$ cat src/rtl/rob_commit.sv
// rob_commit: reorder buffer that allocates rename tags, collects CDB results and retires in program order
module rob_commit #(
    parameter int ROB_SIZE = 16,
    parameter int TAG_W    = 4
) (
    input  logic             clk,
    input  logic             rst,
    input  logic             rdy,
    input  logic             in_decode_valid,
    input  logic [4:0]       in_decode_rd,
    output logic [TAG_W-1:0] out_decode_reorder,
    output logic             out_rob_full,
    input  logic [TAG_W-1:0] in_query_tag1,
    input  logic [TAG_W-1:0] in_query_tag2,
    output logic             out_query_ready1,
    output logic             out_query_ready2,
    output logic [31:0]      out_query_value1,
    output logic [31:0]      out_query_value2,
    input  logic             in_cdb_valid,
    input  logic [TAG_W-1:0] in_cdb_reorder,
    input  logic [31:0]      in_cdb_value,
    input  logic             in_cdb_misbranch,
    input  logic [31:0]      in_cdb_target,
    output logic [4:0]       out_rob_index,
    output logic [31:0]      out_rob_value,
    output logic [TAG_W-1:0] out_rob_reorder,
    output logic             out_misbranch,
    output logic [31:0]      out_target_pc
);
    typedef enum logic {RUN, FLUSH} state_t;

    localparam logic [TAG_W-1:0] LAST = TAG_W'(ROB_SIZE - 1);
    localparam logic [TAG_W-1:0] FIRST = TAG_W'(1);

    state_t              state;
    logic [ROB_SIZE-1:0] busy, ready, mis;
    logic [4:0]          rd     [ROB_SIZE];
    logic [31:0]         value  [ROB_SIZE];
    logic [31:0]         target [ROB_SIZE];
    logic [TAG_W-1:0]    head, tail, count;
    logic                full, alloc, commit, cdb_wr;

    // Tag 0 is reserved for "no producer", so pointers wrap from LAST back to 1
    function automatic logic [TAG_W-1:0] nxt(input logic [TAG_W-1:0] p);
        return (p == LAST) ? FIRST : p + FIRST;
    endfunction

    // Handshake qualifiers derived from the pre-edge state
    always_comb begin
        full   = (count == LAST) || (state == FLUSH);
        alloc  = rdy && in_decode_valid && !full;
        commit = rdy && (state == RUN) && busy[head] && ready[head];
        cdb_wr = rdy && (state == RUN) && in_cdb_valid && (in_cdb_reorder != '0) && busy[in_cdb_reorder];
    end

    // Allocation tag and operand lookup, with same-cycle CDB bypass
    always_comb begin
        out_rob_full       = full;
        out_decode_reorder = full ? '0 : tail;
        out_query_ready1   = (in_query_tag1 == '0) ? 1'b0 :
                             (in_cdb_valid && in_cdb_reorder == in_query_tag1) ? 1'b1 : ready[in_query_tag1];
        out_query_value1   = (in_query_tag1 == '0) ? '0 :
                             (in_cdb_valid && in_cdb_reorder == in_query_tag1) ? in_cdb_value : value[in_query_tag1];
        out_query_ready2   = (in_query_tag2 == '0) ? 1'b0 :
                             (in_cdb_valid && in_cdb_reorder == in_query_tag2) ? 1'b1 : ready[in_query_tag2];
        out_query_value2   = (in_query_tag2 == '0) ? '0 :
                             (in_cdb_valid && in_cdb_reorder == in_query_tag2) ? in_cdb_value : value[in_query_tag2];
    end

    // Entry storage, pointers, RUN/FLUSH state and registered commit outputs
    always_ff @(posedge clk or posedge rst) begin
        if (rst) begin
            state <= RUN;
            busy  <= '0;
            ready <= '0;
            mis   <= '0;
            for (int i = 0; i < ROB_SIZE; i++) begin
                rd[i]     <= '0;
                value[i]  <= '0;
                target[i] <= '0;
            end
            head            <= FIRST;
            tail            <= FIRST;
            count           <= '0;
            out_rob_index   <= '0;
            out_rob_value   <= '0;
            out_rob_reorder <= '0;
            out_misbranch   <= 1'b0;
            out_target_pc   <= '0;
        end else if (rdy) begin
            if (state == FLUSH) begin
                busy            <= '0;
                head            <= FIRST;
                tail            <= FIRST;
                count           <= '0;
                state           <= RUN;
                out_misbranch   <= 1'b1;
                out_rob_index   <= '0;
                out_rob_reorder <= '0;
            end else begin
                out_misbranch <= 1'b0;
                if (cdb_wr) begin
                    ready[in_cdb_reorder]  <= 1'b1;
                    value[in_cdb_reorder]  <= in_cdb_value;
                    mis[in_cdb_reorder]    <= in_cdb_misbranch;
                    target[in_cdb_reorder] <= in_cdb_target;
                end
                if (commit) begin
                    out_rob_index   <= rd[head];
                    out_rob_value   <= value[head];
                    out_rob_reorder <= head;
                    busy[head]      <= 1'b0;
                    head            <= nxt(head);
                    if (mis[head]) begin
                        state         <= FLUSH;
                        out_target_pc <= target[head];
                    end
                end else begin
                    out_rob_index   <= '0;
                    out_rob_reorder <= '0;
                end
                if (alloc) begin
                    busy[tail]  <= 1'b1;
                    ready[tail] <= 1'b0;
                    rd[tail]    <= in_decode_rd;
                    mis[tail]   <= 1'b0;
                    tail        <= nxt(tail);
                end
                count <= count + TAG_W'(alloc) - TAG_W'(commit);
            end
        end
    end
endmodule

$ cat config.mk
export PLATFORM = sky130hd
export DESIGN_NAME = rob_commit
export DESIGN_NICKNAME = d
export VERILOG_FILES = /design/src/rtl/rob_commit.sv
export SDC_FILE = /design/constraint.sdc
export NUM_CORES = 2
export LEC_CHECK = 0
export ABC_AREA = 1
export CAP_MARGIN = 20
export CORE_ASPECT_RATIO = 1.5
export CORE_MARGIN = 10
export CORE_UTILIZATION = 58
export CTS_CLUSTER_SIZE = 12
export DETAILED_ROUTE_END_ITERATION = 8
export DONT_BUFFER_PORTS = 1
export GPL_ROUTABILITY_DRIVEN = 0
export PLACE_DENSITY = 0.76
export SLEW_MARGIN = 20
export SYNTH_ARGS = -nofsm -noshare
export SYNTH_HDL_FRONTEND = slang
export SYNTH_SLANG_ARGS = --single-unit
$ cat constraint.sdc
create_clock -name clk -period 38.9 [get_ports clk]
set_input_delay 5.835 -clock clk [delete_from_list [all_inputs] [get_ports clk]]
set_output_delay 5.835 -clock clk [all_outputs]
set_load 0.03 [all_outputs]
# Word level (Yosys, flattened, before mapping)
# Index checks and enable logic that the tools add are counted.
# op_classes
div_mod_pow	0
n_lt_le_gt_ge	15
eq_ne	5
n_mux	78
bitwise	13
add_sub_neg	4
n_shift	0
reduce_logical	29
mul	0
# op_table
operator	n
512-bit bitwise mux	2
32-bit binary-select mux with 4-bit select	4
32-bit two-way mux	13
16-bit two-way mux	13
32-bit demux with 4-bit select	1
80-bit bitwise mux	1
16-bit bitwise AND	3
4-bit two-way mux	10
16-bit inverter	2
16-bit OR	2
5-bit >= comparator (second input constant)	5
4-bit by 5-bit < comparator with 1-bit output (second input constant)	5
5-bit two-way mux	5
4-bit inverter with 5-bit output	5
1-bit binary-select mux with 4-bit select	6
5-bit binary-select mux with 4-bit select	1
5-bit demux with 4-bit select	1
1-bit two-way mux	17
16-bit bitwise mux	1
1-bit logical AND	15
1-bit demux with 4-bit select	3
4-bit equality test (second input constant)	3
4-bit by 1-bit >= comparator with 1-bit output (second input constant)	3
5-bit by 1-bit < comparator with 1-bit output (second input constant)	2
other kinds (13)	21
# word_totals
ramBits	0
reg_bits	1239
romBits	0
latchBits	0
elab_cells	204
memories	0
out_inout_bits	145

# Depth between registers and ports, before layout
# depth
word_depth	12
mapped_depth	20
ltp_nobuf	18

# Worst setup path before layout
# OpenSTA, ideal clock, no wires.
# synth_path
kind	in2out
startpoint	in in_query_tag1[0]
endpoint	out out_query_value1[10]
cell_stages	8
path_buffers	4
setup_slack_ns	25.452
arrival_ns	7.613
t_required_ns	33.065
cell_sequence	clkbuf_1 > clkbuf_1 > buf_2 > clkbuf_1 > o21ai_0 > o211ai_1 > nand3_1 > a21oi_1
# synth_via
elab_chain_len	6
# synth_rtl
element	line_no	rtl
start, declared	13	input logic [TAG_W-1:0] in_query_tag1,
4-bit inverter with 5-bit output (not written as such)	63	(in_cdb_valid && in_cdb_reorder == in_query_tag1) ? in_cdb_value : value[in_query_tag1];
32-bit binary-select mux with 4-bit select	63	
32-bit two-way mux (not written as such) (2 in a row)	63	
32-bit two-way mux	63	
32-bit two-way mux *	62	out_query_value1 = (in_query_tag1 == '0) ? '0 :
end, declared	17	output logic [31:0] out_query_value1,
# Every way passes the cells marked *; elsewhere a longest branch is shown, timed or not. The select of a mux whose other input is x is not followed.

# Worst setup path after layout
# layout_path
startpoint	in in_query_tag1[1]
endpoint	out out_query_value1[26]
# Same word-level chain as after synthesis.

==> flow_metrics.py <==
metrics = {
    "pwr": {
        "clock_power_share_pct": 24.9,
        "p_comb_share_pct": 34.4,
        "peakVddDrop_uv": 53.8,
        "leakage_nw": 30.0,
        "power_frac_seq_pct": 40.7,
        "power.share.switching_pct": 41.7,
        "p_total_mw": 4.46,
        "power.switching_mw": 1.86,
        "power_density_nw_per_um2": 66.2,
        "p_int_mw": 2.60,
    },
    "placed_design": {
        "io_buffers": 0,
        "hpwlAfterDp_um": 131000,
        "dp_slack_ns": 24.28,
        "post-place-cells": 9340,
        "placed_cell_area_um2": 63700,
    },
    "detailed_routing": {
        "drtPass1Iterations": 9,
        "routed_wl_um": 226000,
        "wl_met3_um": 26900,
        "post_drt_wl_per_cell_um": 23.7,
        "met1Wirelength_um": 80300,
        "first_iter_violations": 8025,
        "dr_wl_met2_um": 102000,
        "top_layer": "met5",
        "via_count": 61934,
        "remaining_drc_errors": 5,
        "viasPerCell": 6.50,
        "ant_nets": 0,
    },
    "sta": {
        "layout_min_cycle_time_ns": 15.07,
        "final_max_slew_viol_count": 0,
        "fin_tns_setup_ns": 0,
        "finalSetupViolCount": 0,
        "worst_slew_pin_slew_ns": 1.24,
        "setup_ws_ns": 23.83,
        "rsz0062_at_grt": "false",
        "hold_viol_final": 0,
        "period_share_pct": 38.7,
        "final.setup_skew_ns": 0.0367,
        "slew_headroom_pct": 17.7,
        "max_freq_ghz": 0.0664,
        "hold_ws_ns": 0.376,
    },
    "global_route": {
        "overflow": 0,
        "grt_pass1_wl_um": 345000,
        "grt_max_degree": 430,
        "grt_pass1_vias": 57994,
        "grt_util_all_layers_pct": 34.9,
        "antenna_found_initial": 15,
    },
    "die": {
        "die_area_um2": 126000,
        "start_util_pct": 58.2,
        "die-width_um": 293,
        "num_rows": 150,
        "die_y_um": 429,
        "coreArea_um2": 111000,
        "pin_count": 232,
    },
    "worst_setup_path": {
        "r2r_cells": 14,
        "r2r_end": "out_target_pc[19]",
        "crit_fanout": 200,
        "crit_required_ns": 33.07,
        "regToRegSetupSlack_ns": 33.59,
        "cp.arrival_ns": 9.23,
        "rr_startpoint": "head[2]",
        "worstSetupEndpoint": "out_query_value1[26]",
        "startpoint_type": "primary input",
        "path_class": "primary input to primary output",
        "worst_setup_path_end_kind": "primary output",
        "startpoint": "in_query_tag1[1]",
    },
    "clocking": {
        "numCtsBuffers": 120,
        "cts_tree": "yes",
        "hold_buffers": 0,
        "cts_sinks": 1239,
        "clkTransAtPathRegs_ns": 0.06,
        "root_buffer": "clkbuf_16",
        "cts_setup_buffers": 0,
        "clk_path_buf_depth": 3,
        "ctsResizeCount": 0,
        "cts_max_level": 3,
        "clk_latency_ns": 0.77,
    },
    "yosys": {
        "synth.largest_area_cell": "dfrtp_1",
        "syn_inst": 8667,
        "synth-seq-cells": 1239,
        "synth_edf_count": 0,
        "synthTopCellsByArea": "dfrtp_1 48%, o21ai_0 13%, nand2_1 11%",
        "syn_area_um2": 64700,
        "async_flop_share_pct": 100,
        "ys_seq_area_share_pct": 47.9,
        "synth.distinct_cells": 37,
        "ys.flop_type": "dfrtp_1",
        "yosysWarnings": 0,
        "synth_top_area_share_pct": 47.9,
        "syn_nets": 8768,
        "syn_area_per_cell_um2": 7.46,
    },
    "run_status": {
        "violations": "design-rule violations",
        "outcome": "finished with violations",
    },
    "min_path": {
        "hp-class": "flip-flop to flip-flop",
        "hold_path_depth": 0,
    },
    "final_layout": {
        "final_util_pct": 60.6,
        "final_nets": 8121,
        "nFillCells": 10036,
        "fin_cells": 9533,
        "drive_gt1_share_pct": 3.42,
        "stdcell_area_um2": 67400,
        "area_growth_syn_to_layout_pct": 4.18,
    },
    "job": {
        "cap_violations": 0,
    },
}
==> critical path, cell delays in order <==
cell and delay, ns:
inv_2 0.09, buf_4 0.72, nand2_1 0.73, buf_4 0.45, o211ai_1 0.18, nand2_1 0.07
nand2_1 0.07, a21oi_1 0.05, a21oi_1 0.88
==> placed cells by master (no fill, tap or decap), types with 3 or more instances in the layout <==
cell / instances
a21oi_1: 595
a31oi_1: 20
o21ai_0: 1712
nand4_1: 41
clkbuf_1: 28
a21boi_0: 3
o211ai_1: 163
o21ai_1: 603
nand2_4: 17
ha_1: 13
a22o_1: 6
a21oi_2: 4
clkinv_2: 6
inv_1: 379
diode_2: 12
nor2_1: 608
clkbuf_8: 17
dfrtp_1: 1236
inv_2: 10
nor2_4: 8
buf_12: 6
nand2_1: 1932
buf_4: 65
clkbuf_16: 120
o22ai_1: 142
clkinv_8: 3
nand3_1: 307
==> state kept, by name, summed over array words and instances (netlist names), 5 cells and up <==
signal and cells:
out_rob_index 5, value 512, rd 80, out_target_pc 32, out_rob_value 32, ready 16
busy 16, target 512, mis 16
==> kinds of logic after synthesis <==
group	share of synthesized area (%)
adder cells (fa/ha/maj)	0.282
flip-flops	47.9
XOR/XNOR	0.0135
buffers and inverters	7.80
AND/OR/NAND/NOR	17.8
AO/OA/AOI/OAI	26.2
==> cell type report <==
| type | instances | area, um2 | area share [%] |
|---|---|---|---|
| flip-flops and latches | 1239 | 31000 | 46.0 |
| multi-input cells | 6189 | 28800 | 42.8 |
| clock buffers | 165 | 3340 | 4.96 |
| well taps | 1444 | 1810 | 2.68 |
| inverters | 396 | 1510 | 2.24 |
| repair buffers | 74 | 674 | 1.00 |
| clock inverters | 14 | 186 | 0.277 |
| diodes | 12 | 30.0 | 0.0446 |
==> cells in the mapped netlist, drive strengths merged (3+ instances only) <==
cell    number
o22ai      142
a31oi       20
ha          13
nand2     1951
clkbuf     556
buf        287
a21oi      599
inv        394
o21ai     2315
nor2       618
nand4       41
o211ai     163
a21boi       3
dfrtp     1237
a22o         6
nand3      307
==> per-layer routing <==
layer / track usage (%) / up-vias
met3: 9.46 / 979
met2: 54.4 / 3876
li1: - / 27746
met4: 23.3 / 18
met5: 0 / -
met1: 42.2 / 29315
==> power by group through the flow <==
stage	clock network [mW]	logic (mW)	registers, mW
5_1_grt	1.16	1.69	1.84
3_3_place_gp	0	1.45	1.82
6_report	1.11	1.53	1.81
2_1_floorplan	0	1.10	1.76
3_5_place_dp	0	1.48	1.83
4_1_cts	1.11	1.49	1.81
==> how the worst min path moves through the flow <==
stage / from / to / slack [ns]
detailed placement: value[495] / value[495] / 0.37
CTS: value[495] / value[495] / 0.38
global route: target[495] / target[495] / 0.38
global placement: value[484] / value[484] / 0.36
floorplan: value[480] / value[480] / 0.43
finish: target[494] / target[494] / 0.38
Note: power is estimated with default switching activity, not from simulation.
